**config.mk**
```make
export PLATFORM = sky130hd
export DESIGN_NAME = idbctl_flag_writer_flat
export DESIGN_NICKNAME = d
export VERILOG_FILES = /design/src/rtl/idbctl_pkg.sv /design/src/rtl/idbctl_flag_writer_if.sv /design/src/rtl/idbctl_flag_merge.sv /design/src/rtl/idbctl_flag_writer.sv /design/src/flat_wrapper.sv
export SDC_FILE = /design/constraint.sdc
export NUM_CORES = 1
export LEC_CHECK = 0
export ABC_CLOCK_PERIOD_IN_PS = 1900
export CORE_ASPECT_RATIO = 0.6
export CORE_UTILIZATION = 30
export DETAILED_ROUTE_END_ITERATION = 16
export SETUP_SLACK_MARGIN = 0.02
export SLEW_MARGIN = 20
export SYNTH_ARGS = -nofsm -noshare
export SYNTH_HDL_FRONTEND = slang
export SYNTH_SLANG_ARGS = --single-unit
export TNS_END_PERCENT = 10
```
**constraint.sdc**
```tcl
create_clock -name sysclk -period 1.9 [get_ports sysclk]
set_input_delay 0.475 -clock sysclk [delete_from_list [all_inputs] [get_ports sysclk]]
set_output_delay 0.475 -clock sysclk [all_outputs]
set_load 0.01 [all_outputs]
```
**src/rtl/idbctl_pkg.sv**
```systemverilog
// Constants and types shared by the IDBCTL status-flag writer and its read selector.
package idbctl_pkg;

  typedef enum logic [1:0] {
    IDLE = 2'd0,
    WAIT = 2'd1,
    ACK  = 2'd2
  } state_t;

  localparam int FLAG_D   = 5;
  localparam int FLAG_M   = 4;
  localparam int FLAG_V   = 3;
  localparam int FLAG_S   = 2;
  localparam int FLAG_PCR = 1;
  localparam int FLAG_PGS = 0;
  localparam int FLAG_W   = 6;

endpackage

```
**src/rtl/idbctl_flag_writer_if.sv**
```systemverilog
// Request/acknowledge bus between a CPU-side requester and the flag writer.
interface idbctl_flag_writer_if;
  import idbctl_pkg::*;

  logic              wr_req;
  logic [FLAG_W-1:0] wr_sel;
  logic              idb_bit0;
  logic              idb_valid;
  logic              wr_ack;
  logic              wr_err;
  logic              busy;

  modport master (
    output wr_req, wr_sel, idb_bit0, idb_valid,
    input  wr_ack, wr_err, busy
  );

  modport slave (
    input  wr_req, wr_sel, idb_bit0, idb_valid,
    output wr_ack, wr_err, busy
  );

endinterface

```
**src/rtl/idbctl_flag_merge.sv**
```systemverilog
// Next value of one status flag: hardware clear beats hardware set beats software write.
module idbctl_flag_merge (
  input  logic cur,
  input  logic set,
  input  logic clr,
  input  logic wr_en,
  input  logic wr_data,
  output logic nxt
);

  always_comb begin
    nxt = cur;
    if (clr)        nxt = 1'b0;
    else if (set)   nxt = 1'b1;
    else if (wr_en) nxt = wr_data;
  end

endmodule

```
**src/rtl/idbctl_flag_writer.sv**
```systemverilog
// Six-flag status register loaded from IDB bit 0 under a bounded-wait handshake,
// with per-flag hardware set/clear events merged in every state.
module idbctl_flag_writer
  import idbctl_pkg::*;
#(
  parameter int                TIMEOUT   = 15,
  parameter logic [FLAG_W-1:0] RESET_VAL = '0
) (
  input  logic              sysclk,
  input  logic              sys_rst,
  idbctl_flag_writer_if.slave bus,
  input  logic [FLAG_W-1:0] hw_set,
  input  logic [FLAG_W-1:0] hw_clr,
  output logic [FLAG_W-1:0] flags
);

  localparam logic [7:0] CNT_MAX = 8'(TIMEOUT - 1);

  state_t            state, state_nxt;
  logic [7:0]        cnt, cnt_nxt;
  logic [FLAG_W-1:0] sel_q, sel_nxt;
  logic [FLAG_W-1:0] flags_q, flags_nxt;
  logic              err_q, err_nxt;
  logic              commit;
  logic [FLAG_W-1:0] wr_mask;

  always_ff @(posedge sysclk) begin
    if (sys_rst) begin
      state   <= IDLE;
      cnt     <= '0;
      sel_q   <= '0;
      flags_q <= RESET_VAL;
      err_q   <= 1'b0;
    end else begin
      state   <= state_nxt;
      cnt     <= cnt_nxt;
      sel_q   <= sel_nxt;
      flags_q <= flags_nxt;
      err_q   <= err_nxt;
    end
  end

  always_comb begin
    state_nxt = state;
    cnt_nxt   = cnt;
    sel_nxt   = sel_q;
    err_nxt   = 1'b0;
    commit    = 1'b0;
    wr_mask   = sel_q;
    case (state)
      IDLE: begin
        // Same-cycle data bypasses the latch and commits straight from wr_sel.
        wr_mask = bus.wr_sel;
        if (bus.wr_req) begin
          if (bus.idb_valid) begin
            commit    = 1'b1;
            state_nxt = ACK;
          end else begin
            sel_nxt   = bus.wr_sel;
            cnt_nxt   = '0;
            state_nxt = WAIT;
          end
        end
      end
      WAIT: begin
        if (bus.idb_valid) begin
          commit    = 1'b1;
          state_nxt = ACK;
        end else if (cnt == CNT_MAX) begin
          err_nxt   = 1'b1;
          state_nxt = IDLE;
        end else begin
          cnt_nxt = cnt + 8'd1;
        end
      end
      ACK:     state_nxt = IDLE;
      default: state_nxt = IDLE;
    endcase
  end

  for (genvar i = 0; i < FLAG_W; i++) begin : g_merge
    idbctl_flag_merge u_merge (
      .cur     (flags_q[i]),
      .set     (hw_set[i]),
      .clr     (hw_clr[i]),
      .wr_en   (commit & wr_mask[i]),
      .wr_data (bus.idb_bit0),
      .nxt     (flags_nxt[i])
    );
  end

  assign flags      = flags_q;
  assign bus.wr_ack = (state == ACK);
  assign bus.busy   = (state != IDLE);
  assign bus.wr_err = err_q;

endmodule
```
**src/flat_wrapper.sv**
```systemverilog
// flat-port wrapper written by rule: the top's interface ports become plain ports
module idbctl_flag_writer_flat import idbctl_pkg::*;
#(
  parameter int                TIMEOUT   = 15,
  parameter logic [FLAG_W-1:0] RESET_VAL = '0
)
  (sysclk, sys_rst, hw_set, hw_clr, flags, bus_wr_req, bus_wr_sel, bus_idb_bit0, bus_idb_valid, bus_wr_ack, bus_wr_err, bus_busy);
  idbctl_flag_writer_if bus_i ();
  input  logic sysclk;
  input  logic sys_rst;
  input  logic [FLAG_W-1:0] hw_set;
  input  logic [FLAG_W-1:0] hw_clr;
  output logic [FLAG_W-1:0] flags;
  input wire logic [$bits(bus_i.wr_req)-1:0] bus_wr_req;
  input wire logic [$bits(bus_i.wr_sel)-1:0] bus_wr_sel;
  input wire logic [$bits(bus_i.idb_bit0)-1:0] bus_idb_bit0;
  input wire logic [$bits(bus_i.idb_valid)-1:0] bus_idb_valid;
  output wire logic [$bits(bus_i.wr_ack)-1:0] bus_wr_ack;
  output wire logic [$bits(bus_i.wr_err)-1:0] bus_wr_err;
  output wire logic [$bits(bus_i.busy)-1:0] bus_busy;
  assign bus_i.wr_req = bus_wr_req;
  assign bus_i.wr_sel = bus_wr_sel;
  assign bus_i.idb_bit0 = bus_idb_bit0;
  assign bus_i.idb_valid = bus_idb_valid;
  assign bus_wr_ack = bus_i.wr_ack;
  assign bus_wr_err = bus_i.wr_err;
  assign bus_busy = bus_i.busy;
  idbctl_flag_writer #(.TIMEOUT(TIMEOUT), .RESET_VAL(RESET_VAL)) u_core (.sysclk(sysclk), .sys_rst(sys_rst), .bus(bus_i), .hw_set(hw_set), .hw_clr(hw_clr), .flags(flags));
endmodule
```
# Yosys cells after proc, flatten, opt, wreduce, memory -nomap -nowiden
# Index checks and enable logic that the tools add are counted.
# W data, S select, Z words.
# word_totals
ff_bits	23
output_inout_bits	9
elab_cells	73
# classes
add_sub_neg	1
n_eq_ne	8
muxes	27
bitwise_logic	8
n_reduce_logical	19
# op_table
op	count
$mux W8	4
$pmux W8 S2	1
$reduce_bool A2 Y1	8
$mux W1	15
$reduce_or A2 Y1	6
$add A8 B1 Y8 const B	1
$eq A8 B4 Y1 const B	1
$mux W2	4
$ne A2 B2 Y1 const B	4
$and A1 B1 Y1	6
$mux W6	1
$reduce_and A5 Y1	1
$pmux W2 S2	1
$ne A3 B2 Y1 const B	1
$reduce_and A3 Y1	1
$reduce_or A3 Y1	1
$eq A2 B1 Y1 const B	1
$eq A2 B2 Y1 const B	1
$logic_not A2 Y1	1
$not A1 Y1	2
$pmux W1 S2	1
$reduce_and A2 Y1	1

# Longest topological paths before layout
# depth
word_depth	6
depth_mapped	7
mapped_depth_nobuf	6

# Cells and area by module
# From an unflattened synthesis, not the netlist that was laid out.
# hier_totals
hier_cells	144
hier_area_um2	1193.6
# modules_own_cells
module	instances	cells_per_inst	area_per_inst_um2	seq_area_each_um2
idbctl_flag_writer	1	126	1081.0	460.4
idbctl_flag_merge	6	3	18.8	0.0

# Worst setup path after synthesis
# Ideal clock, no wire load.
# synth_timing
path_type	input-to-reg
from	in bus_idb_valid
to	reg u_core.cnt[4]
setup_ns	0.070
arrival_time_ns	1.760
slack_ns	0.070
stages	6
n_path_buf	2
path_cell_list	or2_1 > buf_6 > or2_0 > buf_2 > or4_1 > a21oi_1
# synth_between
elab_chain_len	2
word_cells_on_any_way	3
cone_classes	2 x eq/ne; 1 x reduce/logical
# synth_rtl
item	line	source
from (decl)	flat_wrapper.sv:17	input wire logic [$bits(bus_i.idb_valid)-1:0] bus_idb_valid;
$ne A2 B2 Y1 (no source line)	-	
$reduce_and A5 Y1 (no source line) (*)	-	
to (signal assigned)	idbctl_flag_writer.sv:36	cnt <= cnt_nxt;
to (decl)	idbctl_flag_writer.sv:20	logic [7:0] cnt, cnt_nxt;
# Mark *: on every way between the ends. The rest lies on a longest branch, timed or not.
# A chain may end at the register's enable or synchronous reset.

# Worst setup path in the final report
# Ends and elaborated chain as after synthesis.

==> flow_summary.toml <==
[yosys]
avgSynthCellArea_um2 = 8.43
yosys_warnings = 0
async_flop_share_pct = 0
ys_seq_elements = 23
ys.flop_type = "dfxtp_1"
synth_edf_count = 0
synth_top_area_share_pct = 39.0
syn_inst = 140
ys_types = 30
ys_seq_area_share_pct = 39.0
synth_commonest_cells = "23 x dfxtp_1, 12 x mux2i_1, 11 x nor2_1"
syn-cell-area_mm2 = 0.00118
yosys.area.top_type = "dfxtp_1"
synth.most_common_cell = "dfxtp_1"
syn-num-nets = 165
synthTopCellsByArea = "dfxtp_1 39%, mux2i_1 10%, a21oi_1 3.8%, a211oi_1 3.8%, buf_4 3.8%"

[global_routing]
grt_pass1_vias = 1001
grt_max_degree = 15
grt-ovfl-total = 0
grtUsageTotal_pct = 14.5
grt_pass1_wl_um = 4710
antenna_found_initial = 0

[floorplanning]
core_area_mm2 = 0.00372
dieArea_mm2 = 0.00420
floorplan.initialDensity_pct = 31.7
io_pins = 32
die_height_um = 50.6
die_w_um = 83.0
rows = 17

[drt]
drt-vias-per-instance = 4.97
totalWireLength_um = 2910
wl_per_cell_um = 13.2
drc = 0
antenna_left = 0
drt_iter0_markers = 116
vias = 1093
first_pass_iters = 4

[power_and_ir_drop]
power_uw = 988
p_leak_uw = 0.000585
pwr-share-seq_pct = 51.2
p_comb_share_pct = 17.1
swShare_pct = 25.0
peakVddDrop_mv = 0.346
power_density_mw_per_mm2 = 614
power_switching_uw = 247
clockPowerShare_pct = 31.7
internal_power_uw = 742

[run]
cap_violations = 0

[clock_tree]
cts-root-buf = "clkbuf_8"
path_clk_slew_ps = 90
htreeDepth = 1
tritoncts = "done"
cts_made_buffers = 3
insertion_delay_ps = 270
clk_path_buf_depth = 2
clkSinkCount = 23

[placed_design]
place_ws_ps = -256
dp.cells = 216
port_buffers = 31
postPlaceCellArea_mm2 = 0.00155
routabilityCongestion = 0.912
dpl.hpwl_um = 2280

[cells_and_area]
final_nets = 199
layout-drive-gt1-share_pct = 11.0
instances_no_fill = 220
area_growth_pct = 36.4
final_core_util_pct = 43.2
num-fill-cells = 374
design_area_mm2 = 0.00161
antenna_cells = 0

[critical_path]
critPathTopFamily = "simple AND/OR/NAND/NOR gates"
path_cells = "clkdlybuf4s50_1 -> or2_1 -> or2_0 -> or4_1 -> a21oi_2"
crit_fanout = 3
startpoint_type = "input pin"
cp.required_ps = 2120
max_stage_delay_ps = 530
critical_path_arrival_ps = 2080
cp_num_buf_inv = 1
crit_type = "in -> reg"
worstSetupEndpointType = "flop"
crit_path_top_delay_cell = "or4_1"

[hold_path]
hold_class = "reg -> reg"

[sta]
tightest_slew_ps = 338
fmax_mhz = 538
fin_crit_sh_pct = 97.9
fin_skew_ps = 11.8
slew_headroom_pct = 77.3
period_minus_slack_ps = 1860
hold_viol = 0
finalSetupViolCount = 0
rsz0062_at_grt = "yes"
setup_ws_ps = 40.5
drv_slew = 0

[outcome]
status = "finished, final reports clean"
cells by family (layout without fill, tap and decap cells):
group                      Yosys count  after routing  synth area share (%)
AOI/OAI and AO/OA                   19             19                  9.86
xor gates and xnor gates             3              3                  2.23
adders and majority gates            2              2                  2.12
buffers and inverters               22             55                  9.76
DFF                                 23             23                  39.0
muxes                               12             12                  10.2
and+or+nand+nor                     59             59                  26.8
per-layer routing:
layer | vias up | global-route usage (%) | share of wire, %
met1 | 513 | 20.3 | 53
met2 | 27 | 22.3 | 42
met3 | 5 | 3.29 | 4.1
met5 | - | 0 | 0
li1 | 548 | - | -
met4 | 0 | 4.60 | 1.1
path summary, 6_finish.rpt:
kind | cells past startpoint | slack (ps) | to | from
setup / recovery | 5 | 40 | u_core.cnt[4] | bus_idb_valid
setup reg to reg | 4 | 300 | u_core.cnt[4] | u_core.state[1]
hold / removal | 2 | 510 | u_core.sel_q[2] | u_core.sel_q[2]
hold reg to reg | 2 | 510 | u_core.sel_q[2] | u_core.sel_q[2]
tightest hold or removal path: stages (launching register included):
cell and delay, ps:
dfxtp_1 330, mux2i_1 70, nor2_1 70
sequential cells by signal, summed over array words and instances, names as in the netlist:
register / flops
u_core.flags: 6
u_core.cnt: 8
u_core.state: 2
u_core.sel_q: 6
u_core.bus.wr_err: 1
power groups by stage:
stage | clock [µW] | sequential [µW] | combinational, µW
2_1_floorplan | 0 | 515 | 83.9
3_3_place_gp | 0 | 516 | 167
3_5_place_dp | 0 | 517 | 170
4_1_cts | 323 | 505 | 169
5_1_grt | 343 | 508 | 183
6_report | 314 | 506 | 169
layout make-up:
class                           instances  area, µm²  area share [%]
Sequential cell                        23        460            28.6
Timing Repair Buffer                   43        399            24.8
Tap cell                               47       58.8            3.65
Inverter                                8       30.0            1.87
Clock buffer                            3       41.3            2.57
Clock inverter                          1       5.00           0.311
Multi-Input combinational cell         95        614            38.2
through the flow:
stage	hold WS [ps]	TNS (ps)
final	506	0
after detailed placement	483	-1670
after CTS	505	0
after global routing	538	-4.22
after global placement	473	-1620
after floorplan	461	0
repair_timing:
item / 4_1_cts / 5_1_grt
hold buffers: 0 / 0
gates resized for setup: 1 / 2
setup endpoints to repair: 1 / 3
buffers inserted: 0 / 0
gates cloned: 0 / 0
pin swaps: 0 / 0
cell usage in the layout (no fill, tap or decap), types with 2 or more instances in the layout:
cell type,count
clkdlybuf4s50_1,30
dfxtp_1,23
mux2i_1,12
buf_4,12
nor2_1,11
nand2_1,10
inv_1,8
a21oi_1,8
nand3b_1,6
a211oi_1,6
nor4_1,5
nor3_1,5
nand3_1,5
nor2b_1,3
and3_1,3
xnor2_1,3
clkbuf_8,3
or2_1,2
o21ai_1,2
nand4_1,2
ha_1,2
Note: power is estimated with default switching activity, not from simulation.
